### src/rtl/csr_pkg.sv
// Shared encodings for the machine-mode CSR / trap unit: CSR addresses,
// access op codes, interrupt cause codes and mstatus bit positions.
package csr_pkg;

   localparam logic [1:0] CSR_OP_NONE = 2'b00;
   localparam logic [1:0] CSR_OP_RW   = 2'b01;
   localparam logic [1:0] CSR_OP_RS   = 2'b10;
   localparam logic [1:0] CSR_OP_RC   = 2'b11;

   localparam logic [11:0] CSR_MSTATUS   = 12'h300;
   localparam logic [11:0] CSR_MISA      = 12'h301;
   localparam logic [11:0] CSR_MIE       = 12'h304;
   localparam logic [11:0] CSR_MTVEC     = 12'h305;
   localparam logic [11:0] CSR_MSCRATCH  = 12'h340;
   localparam logic [11:0] CSR_MEPC      = 12'h341;
   localparam logic [11:0] CSR_MCAUSE    = 12'h342;
   localparam logic [11:0] CSR_MTVAL     = 12'h343;
   localparam logic [11:0] CSR_MIP       = 12'h344;
   localparam logic [11:0] CSR_MCYCLE    = 12'hB00;
   localparam logic [11:0] CSR_MINSTRET  = 12'hB02;
   localparam logic [11:0] CSR_MCYCLEH   = 12'hB80;
   localparam logic [11:0] CSR_MINSTRETH = 12'hB82;
   localparam logic [11:0] CSR_MHARTID   = 12'hF14;

   localparam logic [3:0] IRQ_MSI = 4'd3;
   localparam logic [3:0] IRQ_MTI = 4'd7;
   localparam logic [3:0] IRQ_MEI = 4'd11;

   localparam int MSTATUS_MIE    = 3;
   localparam int MSTATUS_MPIE   = 7;
   localparam int MSTATUS_MPP_LO = 11;
   localparam int MSTATUS_MPP_HI = 12;

   // Read-modify-write result of a CSR op, computed at 64 bits and truncated by the caller.
   function automatic logic [63:0] csr_apply(input logic [1:0] op, input logic [63:0] old_v,
                                             input logic [63:0] wd);
      case (op)
         CSR_OP_RS: return old_v | wd;
         CSR_OP_RC: return old_v & ~wd;
         default:   return wd;
      endcase
   endfunction

endpackage

### src/rtl/csr_counter64.sv
// 64-bit event counter with independently writable halves; a write to
// either half takes precedence over the increment in the same cycle.
module csr_counter64 (
   input  logic        clk,
   input  logic        rst,
   input  logic        inc,
   input  logic        wr_lo,
   input  logic        wr_hi,
   input  logic [63:0] wdata,
   output logic [63:0] count
);

   logic [63:0] count_q, count_d;

   always_comb begin
      count_d = count_q;
      if (wr_lo || wr_hi) begin
         if (wr_lo) count_d[31:0]  = wdata[31:0];
         if (wr_hi) count_d[63:32] = wdata[63:32];
      end else if (inc) begin
         count_d = count_q + 64'd1;
      end
   end

   always_ff @(posedge clk) begin
      if (rst) count_q <= '0;
      else     count_q <= count_d;
   end

   assign count = count_q;

endmodule

### src/rtl/csr_trap_unit.sv
// Machine-mode CSR file with synchronous exception / interrupt entry and mret.
// Event priority in one cycle: exception > interrupt at boundary > mret > CSR write.
module csr_trap_unit
   import csr_pkg::*;
#(
   parameter int              XLEN      = 32,
   parameter logic [XLEN-1:0] MTVEC_RST = '0,
   parameter logic [XLEN-1:0] HART_ID   = '0
) (
   input  logic            clk,
   input  logic            rst,
   input  logic            csr_valid,
   input  logic [1:0]      csr_op,
   input  logic [11:0]     csr_addr,
   input  logic [XLEN-1:0] csr_wdata,
   output logic [XLEN-1:0] csr_rdata,
   output logic            csr_illegal,
   input  logic            exc_valid,
   input  logic [3:0]      exc_code,
   input  logic [XLEN-1:0] exc_pc,
   input  logic [XLEN-1:0] exc_tval,
   input  logic            mret,
   input  logic            retire,
   input  logic            boundary,
   input  logic [XLEN-1:0] boundary_pc,
   input  logic            irq_sw,
   input  logic            irq_timer,
   input  logic            irq_ext,
   output logic            redirect,
   output logic [XLEN-1:0] redirect_pc,
   output logic            irq_taken
);

   logic            st_mie_q, st_mie_d, st_mpie_q, st_mpie_d;
   logic [XLEN-1:0] mie_q, mie_d, mtvec_q, mtvec_d, mscratch_q, mscratch_d;
   logic [XLEN-1:0] mepc_q, mepc_d, mcause_q, mcause_d, mtval_q, mtval_d;
   logic [XLEN-1:0] mstatus_v, misa_v, mip_v, mtvec_base, csr_new;
   logic [63:0]     cyc_cnt, ins_cnt, cnt_wdata;
   logic            addr_ok, read_only, wr_req, do_csr_wr, irq_pend, trap_irq;
   logic            cyc_wr_lo, cyc_wr_hi, ins_wr_lo, ins_wr_hi;
   logic [3:0]      irq_code;

   always_comb begin
      mstatus_v = '0;
      mstatus_v[MSTATUS_MIE]  = st_mie_q;
      mstatus_v[MSTATUS_MPIE] = st_mpie_q;
      mstatus_v[MSTATUS_MPP_HI:MSTATUS_MPP_LO] = 2'b11;
      misa_v = '0;
      misa_v[8]  = 1'b1;
      misa_v[12] = 1'b1;
      misa_v[XLEN-1:XLEN-2] = (XLEN == 64) ? 2'b10 : 2'b01;
      mip_v = '0;
      mip_v[3]  = irq_sw;
      mip_v[7]  = irq_timer;
      mip_v[11] = irq_ext;
   end

   always_comb begin
      csr_rdata = '0;
      addr_ok   = 1'b1;
      case (csr_addr)
         CSR_MSTATUS:   csr_rdata = mstatus_v;
         CSR_MISA:      csr_rdata = misa_v;
         CSR_MIE:       csr_rdata = mie_q;
         CSR_MTVEC:     csr_rdata = mtvec_q;
         CSR_MSCRATCH:  csr_rdata = mscratch_q;
         CSR_MEPC:      csr_rdata = mepc_q;
         CSR_MCAUSE:    csr_rdata = mcause_q;
         CSR_MTVAL:     csr_rdata = mtval_q;
         CSR_MIP:       csr_rdata = mip_v;
         CSR_MHARTID:   csr_rdata = HART_ID;
         CSR_MCYCLE:    csr_rdata = XLEN'(cyc_cnt);
         CSR_MINSTRET:  csr_rdata = XLEN'(ins_cnt);
         CSR_MCYCLEH:   begin
            csr_rdata = XLEN'(cyc_cnt[63:32]);
            addr_ok   = (XLEN == 32);
         end
         CSR_MINSTRETH: begin
            csr_rdata = XLEN'(ins_cnt[63:32]);
            addr_ok   = (XLEN == 32);
         end
         default:       addr_ok = 1'b0;
      endcase
   end

   // RS/RC with a zero operand is a pure read, so it is legal even on read-only CSRs.
   assign read_only = (csr_addr == CSR_MISA) || (csr_addr == CSR_MIP) ||
                      (csr_addr == CSR_MHARTID) || (csr_addr[11:10] == 2'b11);
   assign wr_req    = csr_valid && (csr_op != CSR_OP_NONE) &&
                      ((csr_op == CSR_OP_RW) || (csr_wdata != '0));
   assign csr_illegal = !rst && csr_valid && (csr_op != CSR_OP_NONE) &&
                        (!addr_ok || (wr_req && read_only));
   assign csr_new = XLEN'(csr_apply(csr_op, 64'(csr_rdata), 64'(csr_wdata)));

   assign irq_pend = st_mie_q && ((mie_q & mip_v) != '0);
   assign trap_irq = !rst && !exc_valid && boundary && irq_pend;
   assign do_csr_wr = !rst && wr_req && addr_ok && !read_only && !exc_valid && !trap_irq && !mret;

   always_comb begin
      if (mie_q[11] && irq_ext)      irq_code = IRQ_MEI;
      else if (mie_q[3] && irq_sw)   irq_code = IRQ_MSI;
      else                           irq_code = IRQ_MTI;
   end

   assign mtvec_base = {mtvec_q[XLEN-1:2], 2'b00};
   assign redirect   = !rst && (exc_valid || trap_irq || mret);
   assign irq_taken  = trap_irq;

   always_comb begin
      redirect_pc = '0;
      if (exc_valid)                  redirect_pc = mtvec_base;
      else if (trap_irq && mtvec_q[0]) redirect_pc = mtvec_base + XLEN'({irq_code, 2'b00});
      else if (trap_irq)              redirect_pc = mtvec_base;
      else if (mret)                  redirect_pc = mepc_q;
   end

   always_comb begin
      st_mie_d   = st_mie_q;
      st_mpie_d  = st_mpie_q;
      mie_d      = mie_q;
      mtvec_d    = mtvec_q;
      mscratch_d = mscratch_q;
      mepc_d     = mepc_q;
      mcause_d   = mcause_q;
      mtval_d    = mtval_q;
      cyc_wr_lo  = 1'b0;
      cyc_wr_hi  = 1'b0;
      ins_wr_lo  = 1'b0;
      ins_wr_hi  = 1'b0;
      cnt_wdata  = (XLEN == 64) ? 64'(csr_new) : {2{csr_new[31:0]}};
      if (exc_valid || trap_irq) begin
         mepc_d   = (exc_valid ? exc_pc : boundary_pc) & ~XLEN'(3);
         mcause_d = '0;
         mcause_d[XLEN-1] = trap_irq;
         mcause_d[3:0]    = trap_irq ? irq_code : exc_code;
         mtval_d   = exc_valid ? exc_tval : '0;
         st_mpie_d = st_mie_q;
         st_mie_d  = 1'b0;
      end else if (mret) begin
         st_mie_d  = st_mpie_q;
         st_mpie_d = 1'b1;
      end else if (do_csr_wr) begin
         case (csr_addr)
            CSR_MSTATUS: begin
               st_mie_d  = csr_new[MSTATUS_MIE];
               st_mpie_d = csr_new[MSTATUS_MPIE];
            end
            CSR_MIE:       mie_d = csr_new & XLEN'(12'h888);
            CSR_MTVEC:     mtvec_d = csr_new & ~XLEN'(2);
            CSR_MSCRATCH:  mscratch_d = csr_new;
            CSR_MEPC:      mepc_d = csr_new & ~XLEN'(3);
            CSR_MCAUSE:    mcause_d = csr_new;
            CSR_MTVAL:     mtval_d = csr_new;
            CSR_MCYCLE:    begin cyc_wr_lo = 1'b1; cyc_wr_hi = (XLEN == 64); end
            CSR_MINSTRET:  begin ins_wr_lo = 1'b1; ins_wr_hi = (XLEN == 64); end
            CSR_MCYCLEH:   cyc_wr_hi = 1'b1;
            CSR_MINSTRETH: ins_wr_hi = 1'b1;
            default: ;
         endcase
      end
   end

   always_ff @(posedge clk) begin
      if (rst) begin
         st_mie_q   <= 1'b0;
         st_mpie_q  <= 1'b0;
         mie_q      <= '0;
         mtvec_q    <= MTVEC_RST;
         mscratch_q <= '0;
         mepc_q     <= '0;
         mcause_q   <= '0;
         mtval_q    <= '0;
      end else begin
         st_mie_q   <= st_mie_d;
         st_mpie_q  <= st_mpie_d;
         mie_q      <= mie_d;
         mtvec_q    <= mtvec_d;
         mscratch_q <= mscratch_d;
         mepc_q     <= mepc_d;
         mcause_q   <= mcause_d;
         mtval_q    <= mtval_d;
      end
   end

   csr_counter64 u_mcycle (
      .clk(clk), .rst(rst), .inc(1'b1), .wr_lo(cyc_wr_lo), .wr_hi(cyc_wr_hi),
      .wdata(cnt_wdata), .count(cyc_cnt)
   );

   csr_counter64 u_minstret (
      .clk(clk), .rst(rst), .inc(retire), .wr_lo(ins_wr_lo), .wr_hi(ins_wr_hi),
      .wdata(cnt_wdata), .count(ins_cnt)
   );

endmodule

### config.mk
export PLATFORM = sky130hd
export DESIGN_NAME = csr_trap_unit
export DESIGN_NICKNAME = d
export VERILOG_FILES = /design/src/rtl/csr_pkg.sv /design/src/rtl/csr_counter64.sv /design/src/rtl/csr_trap_unit.sv
export SDC_FILE = /design/constraint.sdc
export NUM_CORES = 1
export LEC_CHECK = 0
export CORE_MARGIN = 5
export CORE_UTILIZATION = 50
export CTS_CLUSTER_SIZE = 10
export DETAILED_ROUTE_END_ITERATION = 12
export PLACE_DENSITY = 0.82
export RECOVER_POWER = 25
export REMOVE_ABC_BUFFERS = 1
export SETUP_SLACK_MARGIN = 0.2
export SYNTH_ARGS = -nofsm -noshare
export SYNTH_HDL_FRONTEND = slang
export SYNTH_HIERARCHICAL = 1
export SYNTH_SLANG_ARGS = --single-unit
### constraint.sdc
create_clock -name clk -period 4.86 [get_ports clk]
set_clock_uncertainty 0.05 [all_clocks]
set_input_delay 0.972 -clock clk [delete_from_list [all_inputs] [get_ports clk]]
set_output_delay 0.972 -clock clk [all_outputs]
set_load 0.05 [all_outputs]
==> out/results.ini <==
[global_routing]
first_global_vias = 22956
grt_pass1_wl_um = 155000
grt_max_degree = 84
met1_usage_pct = 57.3
use_met2_pct = 69.3
grt_overflow = 0
top_usage_layer = met2
antenna_found_initial = 2
grt_use_total_pct = 46.0
grtUsageMet3_pct = 11.6

[drt]
viasPerCell = 7.28
first_pass_iters = 9
wl_per_cell_um = 31.7
routed_wl_um = 109000
antenna_violating_nets_post_route = 0
drc_errors = 0
dr.first_iter.drc_count = 4364
num_vias = 24995

[setup_path]
crit_top_cell = clkbuf_1
critPathArrivalTime_ps = 5230
ff2ff_path_depth = 8
critPathTopFamily = buffers and inverters
endpoint = mepc_q[24]
worst-path-max-fanout = 25
timing.rr.start = mie_q[3]
crit_type = in2reg
r2r_end = mepc_q[24]
cp-end-kind = flip-flop
critPathBufInv = 4
path_cells = clkdlybuf4s50_1 -> clkbuf_1 -> a222oi_1 -> o21a_1 -> clkbuf_1 -> o211a_1 -> nand2_1 -> o22ai_1 -> clkbuf_1 -> a32o_1
crit_start = irq_ext
cp.required_ps = 5300
cp.depth = 10
worst_path_max_delay_cell = clkbuf_1
max_stage_delay_ps = 1300
startpoint_type = primary input
reg2reg_slack_ps = 700

[timing]
maxSlewHeadroom_pct = -19.9
max_freq_mhz = 209
period_share_pct = 98.6
setup_violations = 0
slew_viol_final = 26
timing.final.ws_setup_ps = 67.2
hold-worst-slack_ps = 415
rsz0062_at_grt = true
period_needed_ps = 4790
hold_viol_final = 0
worst_pin_slew_ps = 1800

[logic_synthesis]
synth_enable_flop_cells = 0
ys_ff_latch = 290
synth_cell_types = 108
ys_top_cells_by_area = dfxtp_1 28%, mux2i_1 6.0%, nor2_1 4.5%
synth.avg_cell_area_um2 = 7.84
ys_seq_area_share_pct = 28.5
synthFlopType = dfxtp_1
synth.most_common_cell = dfxtp_1
synth_area_um2 = 20400
postSynthCellCount = 2599
yosysWarningCount = 6
synth-async-reset-ratio_pct = 0
synth_area_leader_cell = dfxtp_1
yosysTopAreaCellShare_pct = 28.5
ys_top_cells_by_count = 290 x dfxtp_1, 243 x nor2_1, 235 x nand2_1

[run_status]
failed_checks = capacitance limit, slew limit
status = finished with violations

[layout]
drive_gt1_share_pct = 17.3
fin_cells = 3433
post-route-cell-area_um2 = 26100
synthToLayoutAreaGrowth_pct = 28.0
final_nets = 3045
diodes = 0

[clocking]
path_clk_slew_ps = 60
cts_tree = done
htree_num_levels = 2
clock_sinks = 290
hold_buffers = 0
ctsRootBufferMaster = clkbuf_16
insertion_delay_ps = 580
cts_buffers = 37
ctsLongestPathBuffers = 3

[placement]
dpl_worst_slack_ps = -61.2
dp_cells = 3375
place_congestion = 1.12
io_buffers = 216
dpl_cell_area_um2 = 25000
dp_hpwl_um = 82200

[die]
die_w_um = 212
ios = 223
initial_utilization_pct = 50.2
die_y_um = 212
coreArea_um2 = 40600
die-area_um2 = 44900
std_cell_rows = 74

[power_and_ir_drop]
p_leak_nw = 9.40
p_total_w = 0.00593
cellPowerDensity_nw_per_um2 = 227
ir_drop_mv = 0.292

[flow_run]
maxCapViolations = 1

[hold_path]
hold_path_class = reg2reg

## repair_timing
action                     4_1_cts  5_1_grt
pin swaps                        1        2
gates resized for setup          3       17
setup endpoints to repair        4       20
setup buffers                    1        1
cloned                           0        0
## registers in the layout (all words and copies together) (netlist names)
signal	cells
mscratch_q	32
mtvec_q	31
u_mcycle/count	64
st_mpie_q	1
u_minstret/count	64
mie_q	3
st_mie_q	1
mcause_q	32
mepc_q	30
mtval_q	32
## metrics by stage
step | TNS [ps] | util, %
after floorplan | -573740 | -
after global placement | -167 | 61.7
after CTS | 0 | 64.3
final | 0 | 64.3
after global routing | 0 | 64.3
after detailed placement | -94.8 | 61.7
## kinds of logic after synthesis
group	Yosys count	share of synthesized area, %
other cells	2	0.0369
simple gates	1075	28.3
xor+xnor	46	1.98
buf+inv	298	6.33
mux	148	7.87
fa+ha+maj	5	0.307
flops	290	28.5
compound gates	735	26.7
## area by class of cell
class | instances | area, µm²
flip-flops and latches | 290 | 5810
repair buffers | 452 | 4790
clock buffers | 50 | 1020
inverters | 86 | 323
clock inverters | 6 | 37.5
fillers | 3548 | 14500
well taps | 532 | 666
multi-input cells | 2017 | 13400
## power breakdown
part           switching, W  internal (W)
Sequential        0.0000490       0.00242
Combinational      0.000552      0.000340
Clock               0.00111       0.00146
Total               0.00171       0.00422
## worst min path at each step
stage / startpoint / endpoint / slack (ps) / cells after the start
CTS: mscratch_q[31] / mscratch_q[31] / 410 / 2
floorplan: mscratch_q[0] / mscratch_q[0] / 380 / 2
global route: mscratch_q[12] / mscratch_q[12] / 440 / 2
detailed placement: mcause_q[11] / mcause_q[11] / 410 / 2
finish: mscratch_q[31] / mscratch_q[31] / 410 / 2
global placement: mscratch_q[0] / mscratch_q[0] / 390 / 2
## worst register-to-register path: cells and delay by family (launching register included)
family / cells / cell delay, ps
buffers and inverters: 2 / 1860
and+or+nand+nor: 1 / 230
DFF: 1 / 390
AOI/OAI and AO/OA: 5 / 1580
## cell usage in the layout, fill, tap and decap left out, drive strengths merged, types with 21 or more instances in the layout
master         netlist  layout
xnor2               21      21
a22oi               68      68
o211ai              21      21
nand4               87      87
xor2                25      25
clkdlybuf4s50        0     147
nor4                62      62
a22o                23      23
nand3              105     105
a31oi               27      27
buf                 75     294
clkbuf             137      61
nor2               244     244
mux2i              122     122
a211oi             116     116
o21a                21      21
or3                 32      32
dfxtp              290     290
nand2              237     237
o22ai               25      25
a221oi              31      31
nor3               131     131
a21oi              133     133
and4                32      32
and3                44      44
o21ai              107     107
inv                 86      88
## layer usage
metal / vias to the layer above / wire length (µm)
li1: 10462 / -
met3: 582 / 15000
met1: 11702 / 37700
met5: - / 96
met2: 2243 / 45900
met4: 6 / 10200
Power figures use the tool's default switching activity.
